[src/rtl/hazard_scoreboard_if.sv]
// Decode-to-hazard-unit bundle: decode-stage instruction fields in, forwarding
// selects, stall/flush controls and the stall performance counter out.
interface hazard_scoreboard_if #(
    parameter int REG_AW   = 5,
    parameter int LAT_W    = 3,
    parameter int STALL_CW = 16
) ();
    logic                id_valid;
    logic [REG_AW-1:0]   id_rs1;
    logic [REG_AW-1:0]   id_rs2;
    logic                id_rs1_used;
    logic                id_rs2_used;
    logic [REG_AW-1:0]   id_rd;
    logic                id_rd_we;
    logic [LAT_W-1:0]    id_lat;
    logic                branch_taken;
    logic                forward_a;
    logic                forward_b;
    logic                stall_if;
    logic                stall_id_exec;
    logic                flush_id_exec;
    logic                flush_if_id;
    logic [STALL_CW-1:0] stall_cnt;

    modport master (
        output id_valid, id_rs1, id_rs2, id_rs1_used, id_rs2_used,
               id_rd, id_rd_we, id_lat, branch_taken,
        input  forward_a, forward_b, stall_if, stall_id_exec,
               flush_id_exec, flush_if_id, stall_cnt
    );

    modport slave (
        input  id_valid, id_rs1, id_rs2, id_rs1_used, id_rs2_used,
               id_rd, id_rd_we, id_lat, branch_taken,
        output forward_a, forward_b, stall_if, stall_id_exec,
               flush_id_exec, flush_if_id, stall_cnt
    );
endinterface

[src/rtl/hazard_scoreboard.sv]
// Per-register countdown scoreboard for variable-latency writes: produces
// forwarding selects, RAW/WAW stalls and branch flushes at the decode boundary.
module hazard_scoreboard #(
    parameter int NUM_REGS = 32,
    parameter int REG_AW   = 5,
    parameter int MAX_LAT  = 4,
    parameter int LAT_W    = 3,
    parameter int STALL_CW = 16
) (
    input  logic             clk,
    input  logic             rst,
    hazard_scoreboard_if.slave bus
);
    localparam int DEPTH = 1 << REG_AW;

    // Entries at or above NUM_REGS (and entry 0) are never loaded, so they read as 0.
    logic [LAT_W-1:0]    cnt_q [DEPTH];
    logic [LAT_W-1:0]    cnt_d [DEPTH];
    logic [STALL_CW-1:0] stall_cnt_q;
    logic [STALL_CW-1:0] stall_cnt_d;

    logic [LAT_W-1:0] lat_eff;
    logic [LAT_W-1:0] cnt_rs1;
    logic [LAT_W-1:0] cnt_rs2;
    logic [LAT_W-1:0] cnt_rd;
    logic             use_rs1;
    logic             use_rs2;
    logic             fwd_a;
    logic             fwd_b;
    logic             raw_stall;
    logic             waw_stall;
    logic             stall;
    logic             issue;

    always_comb begin
        // NOTE: every signal written here gets a default first, so no path can infer a latch.
        lat_eff = bus.id_lat;
        if (bus.id_lat == '0) begin
            lat_eff = LAT_W'(1);
        end else if (bus.id_lat > LAT_W'(MAX_LAT)) begin
            lat_eff = LAT_W'(MAX_LAT);
        end

        cnt_rs1 = cnt_q[bus.id_rs1];
        cnt_rs2 = cnt_q[bus.id_rs2];
        cnt_rd  = cnt_q[bus.id_rd];

        use_rs1 = bus.id_valid & bus.id_rs1_used & (bus.id_rs1 != '0);
        use_rs2 = bus.id_valid & bus.id_rs2_used & (bus.id_rs2 != '0);

        // A count of 1 means the producer's result is on the forward bus right now.
        fwd_a     = use_rs1 & (cnt_rs1 == LAT_W'(1));
        fwd_b     = use_rs2 & (cnt_rs2 == LAT_W'(1));
        raw_stall = (use_rs1 & (cnt_rs1 >= LAT_W'(2))) |
                    (use_rs2 & (cnt_rs2 >= LAT_W'(2)));
        waw_stall = bus.id_valid & bus.id_rd_we & (bus.id_rd != '0) & (cnt_rd > lat_eff);

        stall = (raw_stall | waw_stall) & ~bus.branch_taken;
        issue = bus.id_valid & ~stall & ~bus.branch_taken;

        cnt_d = '{default: '0};
        for (int r = 1; r < NUM_REGS; r++) begin
            if (cnt_q[r] != '0) begin
                cnt_d[r] = cnt_q[r] - LAT_W'(1);
            end
            if (issue & bus.id_rd_we & (bus.id_rd == REG_AW'(r))) begin
                cnt_d[r] = lat_eff;
            end
        end

        stall_cnt_d = stall_cnt_q;
        if (stall && (stall_cnt_q != '1)) begin
            stall_cnt_d = stall_cnt_q + STALL_CW'(1);
        end
    end

    always_ff @(posedge clk) begin
        // NOTE: state updates use non-blocking assignments so every flop samples pre-edge values.
        if (rst) begin
            // NOTE: the counter array must be cleared on reset; a pending write must not survive it.
            cnt_q       <= '{default: '0};
            stall_cnt_q <= '0;
        end else begin
            cnt_q       <= cnt_d;
            stall_cnt_q <= stall_cnt_d;
        end
    end

    // All outputs are held at 0 while reset is asserted.
    assign bus.forward_a     = fwd_a & ~rst;
    assign bus.forward_b     = fwd_b & ~rst;
    assign bus.stall_if      = stall & ~rst;
    assign bus.stall_id_exec = stall & ~rst;
    assign bus.flush_id_exec = (stall | bus.branch_taken) & ~rst;
    assign bus.flush_if_id   = bus.branch_taken & ~rst;
    assign bus.stall_cnt     = rst ? '0 : stall_cnt_q;

endmodule
[src/flat_wrapper.sv]
// flat-port wrapper written by rule: the top's interface ports become plain ports
module hazard_scoreboard_flat 
#(
    parameter int NUM_REGS = 32,
    parameter int REG_AW   = 5,
    parameter int MAX_LAT  = 4,
    parameter int LAT_W    = 3,
    parameter int STALL_CW = 16
)
  (clk, rst, bus_id_valid, bus_id_rs1, bus_id_rs2, bus_id_rs1_used, bus_id_rs2_used, bus_id_rd, bus_id_rd_we, bus_id_lat, bus_branch_taken, bus_forward_a, bus_forward_b, bus_stall_if, bus_stall_id_exec, bus_flush_id_exec, bus_flush_if_id, bus_stall_cnt);
  hazard_scoreboard_if #(.REG_AW(REG_AW), .LAT_W(LAT_W), .STALL_CW(STALL_CW)) bus_i ();
  input  logic clk;
  input  logic rst;
  input wire logic [$bits(bus_i.id_valid)-1:0] bus_id_valid;
  input wire logic [$bits(bus_i.id_rs1)-1:0] bus_id_rs1;
  input wire logic [$bits(bus_i.id_rs2)-1:0] bus_id_rs2;
  input wire logic [$bits(bus_i.id_rs1_used)-1:0] bus_id_rs1_used;
  input wire logic [$bits(bus_i.id_rs2_used)-1:0] bus_id_rs2_used;
  input wire logic [$bits(bus_i.id_rd)-1:0] bus_id_rd;
  input wire logic [$bits(bus_i.id_rd_we)-1:0] bus_id_rd_we;
  input wire logic [$bits(bus_i.id_lat)-1:0] bus_id_lat;
  input wire logic [$bits(bus_i.branch_taken)-1:0] bus_branch_taken;
  output wire logic [$bits(bus_i.forward_a)-1:0] bus_forward_a;
  output wire logic [$bits(bus_i.forward_b)-1:0] bus_forward_b;
  output wire logic [$bits(bus_i.stall_if)-1:0] bus_stall_if;
  output wire logic [$bits(bus_i.stall_id_exec)-1:0] bus_stall_id_exec;
  output wire logic [$bits(bus_i.flush_id_exec)-1:0] bus_flush_id_exec;
  output wire logic [$bits(bus_i.flush_if_id)-1:0] bus_flush_if_id;
  output wire logic [$bits(bus_i.stall_cnt)-1:0] bus_stall_cnt;
  assign bus_i.id_valid = bus_id_valid;
  assign bus_i.id_rs1 = bus_id_rs1;
  assign bus_i.id_rs2 = bus_id_rs2;
  assign bus_i.id_rs1_used = bus_id_rs1_used;
  assign bus_i.id_rs2_used = bus_id_rs2_used;
  assign bus_i.id_rd = bus_id_rd;
  assign bus_i.id_rd_we = bus_id_rd_we;
  assign bus_i.id_lat = bus_id_lat;
  assign bus_i.branch_taken = bus_branch_taken;
  assign bus_forward_a = bus_i.forward_a;
  assign bus_forward_b = bus_i.forward_b;
  assign bus_stall_if = bus_i.stall_if;
  assign bus_stall_id_exec = bus_i.stall_id_exec;
  assign bus_flush_id_exec = bus_i.flush_id_exec;
  assign bus_flush_if_id = bus_i.flush_if_id;
  assign bus_stall_cnt = bus_i.stall_cnt;
  hazard_scoreboard #(.NUM_REGS(NUM_REGS), .REG_AW(REG_AW), .MAX_LAT(MAX_LAT), .LAT_W(LAT_W), .STALL_CW(STALL_CW)) u_core (.clk(clk), .rst(rst), .bus(bus_i));
endmodule
[config.mk]
export PLATFORM = sky130hd
export DESIGN_NAME = hazard_scoreboard_flat
export DESIGN_NICKNAME = d
export VERILOG_FILES = /design/src/rtl/hazard_scoreboard_if.sv /design/src/rtl/hazard_scoreboard.sv /design/src/flat_wrapper.sv
export SDC_FILE = /design/constraint.sdc
export NUM_CORES = 1
export LEC_CHECK = 0
export ABC_CLOCK_PERIOD_IN_PS = 6400
export CORE_MARGIN = 2
export CORE_UTILIZATION = 35
export CTS_CLUSTER_SIZE = 40
export DETAILED_ROUTE_END_ITERATION = 10
export PLACE_DENSITY = 0.52
export SETUP_SLACK_MARGIN = 0.05
export SYNTH_ARGS = -nofsm -noshare
export SYNTH_HDL_FRONTEND = slang
export SYNTH_SLANG_ARGS = --single-unit
[constraint.sdc]
create_clock -name clk -period 6.4 [get_ports clk]
set_input_delay 0.96 -clock clk [delete_from_list [all_inputs] [get_ports clk]]
set_output_delay 0.96 -clock clk [all_outputs]
set_load 0.01 [all_outputs]
Word-level counts from Yosys, hierarchy flattened
Cells that the tools add are included.

word-level totals
  word-level logic and storage cells = 275
  bits in registers = 109
  input bits = 25
  output and inout bits = 22

cells by class
  reductions and logical operators = 36
  add/sub/neg operators = 32
  bitwise operators = 60
  mux-type cells = 74
  magnitude comparators = 7
  equal/unequal tests = 34

operators with widths
  operator                                                            number
  2-to-1 mux 3 bit                                                    70
  nonzero test 3 bit                                                  31
  subtractor 3 x 1 -> 3 bit (second input constant)                   31
  equality test 5 bit (second input constant)                         16
  bitwise AND 1 bit                                                   51
  binary-select mux 3 bit (select 5 bit)                              3
  equality test 5 x 4 -> 1 bit (second input constant)                8
  equality test 5 x 3 -> 1 bit (second input constant)                4
  greater-or-equal comparator 6 bit (second input constant)           3
  inverter 5 -> 6 bit                                                 3
  adder 16 x 1 -> 16 bit (second input constant)                      1
  2-to-1 mux 16 bit                                                   1
  != test 16 bit (second input constant)                              1
  nonzero test 5 bit                                                  3
  equality test 5 x 2 -> 1 bit (second input constant)                2
  equality test 3 x 1 -> 1 bit (second input constant)                2
  greater-or-equal comparator 3 x 2 -> 1 bit (second input constant)  2
  equality test 5 x 1 -> 1 bit (second input constant)                1
  > comparator 3 bit                                                  1
  > comparator 3 bit (second input constant)                          1
  zero test 3 bit                                                     1
  inverter 1 bit                                                      3
  OR 1 bit                                                            3
  logical AND 1 bit                                                   1

Depth between registers and ports, before layout
Gate-level depths: netlist (run 1).

  depth after elaboration = 15
  mapped depth = 17
  mapped depth without buffers = 15

Worst setup path after synthesis (run 1)
No wires, ideal clock.

  kind = input -> output
  start point = input port bus_id_rd[0]
  end point = output port bus_stall_if
  path buffers = 2
  cell stages on the path = 11
  data arrival time = 4.238 ns
  data required time = 5.440 ns
  setup slack = 1.202 ns
  cell sequence = buf_1 mux4_2 mux4_2 mux2_2 ha_1 nand3_1 nand3_1 nor3_1 a211oi_4 a211oi_1 buf_4

between the ends
  cells in the longest elaborated chain, start to end = 9

RTL lines
  what                                                 RTL line                 source
  start, declared                                      flat_wrapper.sv:19       input wire logic [$bits(bus_i.id_rd)-1:0] bus_id_rd;
  inverter 5 -> 6 bit (implied by the code)            hazard_scoreboard.sv:46  cnt_rd = cnt_q[bus.id_rd];
  binary-select mux 3 bit (select 5 bit)               hazard_scoreboard.sv:46
  2-to-1 mux 3 bit (implied by the code) (2 in a row)  hazard_scoreboard.sv:46
  > comparator 3 bit                                   hazard_scoreboard.sv:56  waw_stall = bus.id_valid & bus.id_rd_we & (bus.id_rd != '0) & (cnt_rd > lat_eff);
  bitwise AND 1 bit (*)                                hazard_scoreboard.sv:56
  OR 1 bit (*)                                         hazard_scoreboard.sv:58  stall = (raw_stall | waw_stall) & ~bus.branch_taken;
  bitwise AND 1 bit (*)                                hazard_scoreboard.sv:58
  bitwise AND 1 bit (*)                                n/a
  end, declared                                        flat_wrapper.sv:25       output wire logic [$bits(bus_i.stall_if)-1:0] bus_stall_if;

Mark *: on every way between the ends. The rest lies on a longest branch, timed or not. The select of a mux whose other input is x is not followed.

Final worst setup path (run 1)
  start point = input port bus_id_rd[1]
  end point = output port bus_stall_id_exec

between the ends
  cells in the longest elaborated chain, start to end = 9

RTL lines
  what                                                 RTL line                 source
  inverter 5 -> 6 bit (implied by the code)            hazard_scoreboard.sv:46
  binary-select mux 3 bit (select 5 bit)               hazard_scoreboard.sv:46
  2-to-1 mux 3 bit (implied by the code) (2 in a row)  hazard_scoreboard.sv:46
  > comparator 3 bit                                   hazard_scoreboard.sv:56
  bitwise AND 1 bit (*)                                hazard_scoreboard.sv:56
  OR 1 bit (*)                                         hazard_scoreboard.sv:58
  bitwise AND 1 bit (*)                                hazard_scoreboard.sv:58
  bitwise AND 1 bit (*)                                hazard_scoreboard.sv:93  assign bus.stall_id_exec = stall & ~rst;
  end, declared                                        flat_wrapper.sv:26       output wire logic [$bits(bus_i.stall_id_exec)-1:0] bus_stall_id_exec;

Marked as above.

==> metrics.txt, run 1 <==
status finished clean; number of global-route vias before repair just under 7000; Max clock buf depth 2; worst path arrival time between 4000 and 5000 ps; Vias/cell around 5.5; Synth Area per Inst ~9.5 µm²; register bit total from synthesis ~110; Tot Pwr about 1400 µW; Post-Synthesis Cells just over 900; most frequent cells after synthesis dfxtp_1 (109), nand2_1 (80), inv_1 (70); Hold Crit Class flip-flop to flip-flop; first-pass GRT wire length between 40000 and 50000 µm; Worst Max-Slew Pin Slew 1055 ps; slew margin rel. slightly below 30%; largest net degree at the start of global routing ~100; Ports between 40 and 50; synth unique cells between 50 and 60; HPWL Detailed roughly 18000 µm; Critical Path Start Type input pin; r2r endpoint u_core.cnt_q[87]$_SDFF_PP0_; fin cells roughly 1300; Max Slew Vio Count 0; CTS Buf Count 9; initial antenna violation count 0; Post-synth top flop dfxtp_1; All-Layer GR Usage about 20%; sum of negative setup slack 0 ps; CTS tree yes; Die Y 161.0 µm; drt wl/cell 20.49 µm; Crit Path Class input pin to output pin; post-CTS setup buffers 0; Synth async-reset ratio 0%; RR Startpoint u_core.cnt_q[1]$_SDFF_PP0_; Fin. Hold Viols 0; Clock Sinks around 110; Power per Cell Area roughly 150 nW/µm²; total wire length between 20000 and 30000 µm; Switch Pwr 399.6 µW; WHS Endpoint u_core.stall_cnt_q[1]$_SDFFE_PP0P_; top cell type's share of synthesized area about a quarter; gr ovfl total 0; hold_sp u_core.stall_cnt_q[1]$_SDFFE_PP0P_; max_cap viols 0; R2R depth 12; die width 161.0 µm; DRC violations left 0; Final #Nets roughly 1000; Root Driver clkbuf_16; sequential area share after synthesis between 20% and 30%; # H-tree levels 3; leakage a little under 0.004 µW; CTS resizes 0; port buffer count 46; RSZ-0062 raised after global routing false; Switching Share between 20 and 30%; dominant cell type by area after synthesis dfxtp_1; worst-skew pair later-pin latency roughly 370 ps; setup violators final 0; power share of the clock group between 40 and 50%; Int Power 1049 µW; core area 24250 µm²; num rows between 50 and 60; synthesized net count 1000; layout cells sized above 1 around a quarter; r2r setup slk around 2300 ps; vias post-DR 6937; Final min period 5941 ps; dominant cell by count in the synthesized netlist dfxtp_1; Hold Path Stages 2; CP endpoint kind output pin; Post-Syn Area around 8600 µm²; hold buffers post-CTS 0; warnings from Yosys 0; Routed Antenna Nets 0; placed insts approximately 1200; n_diodes 0; Design Area, Final 9639 µm²; Post-synth EDFFs 0; Final Skew 10.98 ps; Final Cycle Share 92.83%; VDD IR-drop max 0.1186 mV; Final WS setup about 460 ps; DP Area roughly 9300 µm²; pre-CTS WS between 400 and 500 ps; DRT iter0 DRCs 459; DRT Pass-1 Iters 5; Worst-path clk slew 80 ps; Logic pwr share between 10 and 15%; RePlAce Congestion just under 1; top cells by area, synth dfxtp_1 (25%), mux4_2 (12%), ha_1 (9.6%), mux2_4 (8.7%), mux2i_1 (3.9%); initial core utilization 35.58%; CP Max Fanout 13; area growth from synthesis to layout 11.72%; sequential power share between 40% and 50%; die footprint between 20000 and 30000 µm²; Max Clk Rate around 170 MHz; Worst Path Required ~5400 ps
## cells in the final DEF (no fill, tap or decap), types with 34 or more instances in the layout
cell type and instances:
a21oi_1 44, mux2_4 50, dfxtp_1 109, mux2i_1 34, ha_1 66, nor2_1 43
inv_1 70, clkdlybuf4s50_1 44, nor3_1 48, mux4_2 47, nand2_1 80
## routing by layer
layer  global-route usage [%]  wire [µm]  vias to the layer above
met2                    30.88      11200                      257
met5                        0          0                        -
met1                    27.59      11680                     3359
li1                         -          -                     3262
met4                    8.360        911                        0
met3                    4.622       1908                       59
## stage by stage
| stage | hold WS, ps | utilization, % |
|---|---|---|
| global placement | 535.4 | 38.55 |
| finish | 558.2 | 39.75 |
| CTS | 557.6 | 39.75 |
| global route | 601.8 | 39.75 |
| floorplan | 502.5 | - |
| detailed placement | 542.2 | 38.55 |
## sequential cells by signal, summed over array words and instances (netlist names)
name                count
u_core.stall_cnt_q     16
u_core.cnt_q           93
## power groups by stage
stage,Sequential (µW),Clock [µW],Combinational (µW)
global route,683,629,192
CTS,682,602,180
detailed placement,698,0,178
finish,682,587,180
floorplan,697,0,116
global placement,698,0,178
## worst max-delay path by stage
stage | from | endpoint
after floorplan | bus_id_rd[0] | bus_stall_if
after global placement | bus_id_rd[1] | bus_stall_id_exec
after detailed placement | bus_id_rd[1] | bus_stall_id_exec
after CTS | bus_id_rd[1] | bus_stall_id_exec
after global routing | bus_id_rd[1] | bus_stall_id_exec
final | bus_id_rd[1] | bus_stall_id_exec
## final cells by class
type	count	area, µm²
repair buffers	62	573.1
flip-flops and latches	109	2182
clock buffers	11	232.7
fillers	2438	14610
clock inverters	5	58.81
well taps	324	405.4
inverters	70	262.8
multi-input cells	673	5924
## kinds of logic (layout without fill, tap and decap cells)
group           after synthesis  count (layout)  share of synthesized area (%)
buf+inv                     127             148                          6.105
flops                       109             109                          25.29
fa+ha+maj                    66              66                          9.571
compound gates              100             100                          7.599
mux                         152             152                          27.65
xor+xnor                      3               3                         0.3046
simple gates                352             352                          23.48
## critical path: stages
cell and delay (ps):
clkdlybuf4s50_1 790, buf_4 310, mux4_2 330, mux4_2 450, mux2_2 280, ha_1 310, nand3_1 80, nand3_1 90
nor3_1 320, a211oi_4 110, a211oi_1 330, clkdlybuf4s50_1 600
Note: power is estimated with default switching activity, not from simulation.
==> run 2, diff against run 1 <==
- ABC_AREA: not set -> 1
==> metrics.txt, run 2 <==
Post-Syn Area roughly 9100 µm²; largest net degree at the start of global routing 96; Simple-Gate Fraction of Synth Area between 40% and 50%; sum of negative setup slack 0 ps; Final Cycle Share between 80 and 90%; Ports 47; top cells by area, synth dfxtp_1 (24%), nor2_1 (14%), nand2_1 (13%), ha_1 (9.1%), inv_1 (7.0%); Post-synth EDFFs 0; Hold Crit Class flip-flop to flip-flop; DRT iter0 DRCs 770; Synth Area in Compound Gates between 10% and 20%; die footprint approximately 27000 µm²; die width between 150 and 200 µm; Post-synth top flop dfxtp_1; DRC violations left 0; Final Util 38.85%; Worst Setup SP bus_id_rd[1]; num rows 59; slew margin rel. between 30% and 40%; CP endpoint kind output pin; leakage a little under 0.005 µW; Largest register FFs 93; layout cells sized above 1 under 10%; Max clock buf depth 2; VDD IR-drop max around 0.13 mV; initial antenna violation count 0; Final Hold Slack around 470 ps; Synth async-reset ratio 0%; CTS tree yes; dominant cell type by area after synthesis dfxtp_1; initial core utilization 35.24%; Final Skew between 20 and 25 ps; RePlAce Congestion between 0.9 and 1; mux share of post-synthesis cell area 0%; Worst Path Required 5440 ps; Max Clk Rate between 150 and 200 MHz; register bit total from synthesis between 100 and 150; worst setup path endpoint bus_stall_id_exec; CP Max Fanout 22; first-pass GRT wire length about 48000 µm; Vias/cell between 5 and 6; DP Area a little under 10000 µm²; RSZ-0062 raised after global routing false; total wire length roughly 30000 µm; Filler cells between 2000 and 3000; All-Layer GR Usage between 20% and 30%; Routed Antenna Nets 0; most frequent cells in the layout nor2_1 (337), nand2_1 (313), inv_1 (168); Fin. Hold Viols 0; most common cell after layout, fill and taps aside nor2_1; warnings from Yosys 0; gr ovfl total 0; number of global-route vias before repair between 8000 and 9000; core area roughly 26000 µm²; main combinational cell family by area after synthesis simple AND/OR/NAND/NOR gates; Adder-Cell Fraction of Synth Area a little under a tenth; post-CTS setup buffers 0; worst path arrival time ~4600 ps; synthesized net count ~1500; vias post-DR 9162; synth unique cells ~40; Root Driver clkbuf_16; Final #Nets 1558; R2R depth 16; worst-skew pair later-pin latency 380 ps; dominant cell by count in the synthesized netlist nor2_1; CTS Buf Count 9; hold buffers post-CTS 0; setup violators final 0; n_diodes 0; top cell type's share of synthesized area between 20% and 30%; port buffer count 46; Synth Area per Inst 6.280 µm²; max_cap viols 0; Die Y about 170 µm; Biggest register u_core.cnt_q; Post-Synthesis Cells about 1500; sequential area share after synthesis 23.96%; Clock Sinks around 110; Synth Area in XOR/XNOR under 10%; largest registers u_core.cnt_q (93), u_core.stall_cnt_q (16); DRT Pass-1 Iters 6; CTS resizes 0; Max Slew Vio Count 0; most frequent cells after synthesis nor2_1 (337), nand2_1 (313), inv_1 (169); # H-tree levels 3; placed insts approximately 1800; RR Startpoint u_core.cnt_q[53]$_SDFF_PP0_; Critical Path Start Type input pin; Worst-path clk slew ~100 ps; Crit Path Class input pin to output pin; fin cells roughly 1800; Final min period approximately 5600 ps; Design Area, Final ~10000 µm²; area growth from synthesis to layout 10.24%; status finished clean; Power per Cell Area 155.0 nW/µm²; drt wl/cell about 17 µm; r2r setup slk approximately 2600 ps; HPWL Detailed between 20000 and 25000 µm; r2r endpoint u_core.cnt_q[45]$_SDFF_PP0_; Worst Max-Slew Pin Slew approximately 900 ps
[run 2: cell count changes after synthesis, moves of 27 or more]
cell	previous run	this run
nand2_1	80	313
o21ai_0	8	73
nor2_1	44	337
nand3_1	14	61
mux4_2	47	0
mux2i_1	34	0
inv_1	70	169
nand2b_1	32	0
mux2_4	50	0
a21oi_1	44	71
nand3_4	0	29
or4_4	28	0
o22ai_1	0	28
[run 2: logic make-up after synthesis]
logic type,Yosys count
compound gates,199
xor+xnor,13
fa+ha+maj,66
buf+inv,235
flops,109
simple gates,828
[run 2: how the worst min path moves through the flow]
stage	slack (ps)	from	endpoint	depth (start not counted)
3_5_place_dp	450	u_core.stall_cnt_q[15]$_SDFFE_PP0P_	u_core.stall_cnt_q[15]$_SDFFE_PP0P_	2
2_1_floorplan	440	u_core.stall_cnt_q[6]$_SDFFE_PP0P_	u_core.stall_cnt_q[6]$_SDFFE_PP0P_	2
6_report	470	u_core.stall_cnt_q[6]$_SDFFE_PP0P_	u_core.stall_cnt_q[6]$_SDFFE_PP0P_	2
4_1_cts	470	u_core.stall_cnt_q[15]$_SDFFE_PP0P_	u_core.stall_cnt_q[15]$_SDFFE_PP0P_	2
5_1_grt	490	u_core.stall_cnt_q[15]$_SDFFE_PP0P_	u_core.stall_cnt_q[15]$_SDFFE_PP0P_	2
3_3_place_gp	450	u_core.stall_cnt_q[6]$_SDFFE_PP0P_	u_core.stall_cnt_q[6]$_SDFFE_PP0P_	2
[run 2: layout make-up]
| class | count | area (µm²) | area share, % |
|---|---|---|---|
| inverter | 179 | 679.4 | 6.768 |
| sequential | 109 | 2182 | 21.74 |
| multi-input combinational | 1106 | 5839 | 58.17 |
| clock inverter | 7 | 112.6 | 1.122 |
| tap | 335 | 419.2 | 4.175 |
| clock buffer | 9 | 225.2 | 2.244 |
| timing repair buffer | 62 | 580.6 | 5.783 |
[run 2: per-layer routing]
| metal | share of wire, % | track usage (%) | vias up | routed length, µm |
|---|---|---|---|---|
| li1 | - | - | 4604 | - |
| met1 | 48 | 32.62 | 4189 | 14520 |
| met2 | 43 | 35.44 | 320 | 13080 |
| met3 | 7.0 | 3.571 | 49 | 2141 |
| met4 | 2.5 | 6.505 | 0 | 752 |
| met5 | 0 | 0 | - | 0 |
[run 2: power breakdown]
group	switching (µW)	total [µW]	internal (µW)
Clock	316	639	323
Combinational	171	232	60.6
Sequential	4.28	685	681
Total	491	1560	1060
[run 2: critical path, cell delays in order]
cell and delay (ps):
clkdlybuf4s50_1 550, nor2_1 80, inv_1 600, o22ai_1 130, o21ai_0 230, o21ai_0 140
a211oi_1 240, o21ai_0 120, ha_1 330, nand2_1 60, o21ai_0 130, nand4_1 110
nand3_2 150, nand2_1 100, nor2_1 130, clkdlybuf4s50_1 560
[run 2: metrics by stage]
step / setup WS, ps / power, µW
after floorplan: 2316 / 856.2
final: 807.9 / 1556
after CTS: 846.9 / 1570
after global routing: 460.3 / 1618
after detailed placement: 871.3 / 928.2
after global placement: 947.4 / 928.3
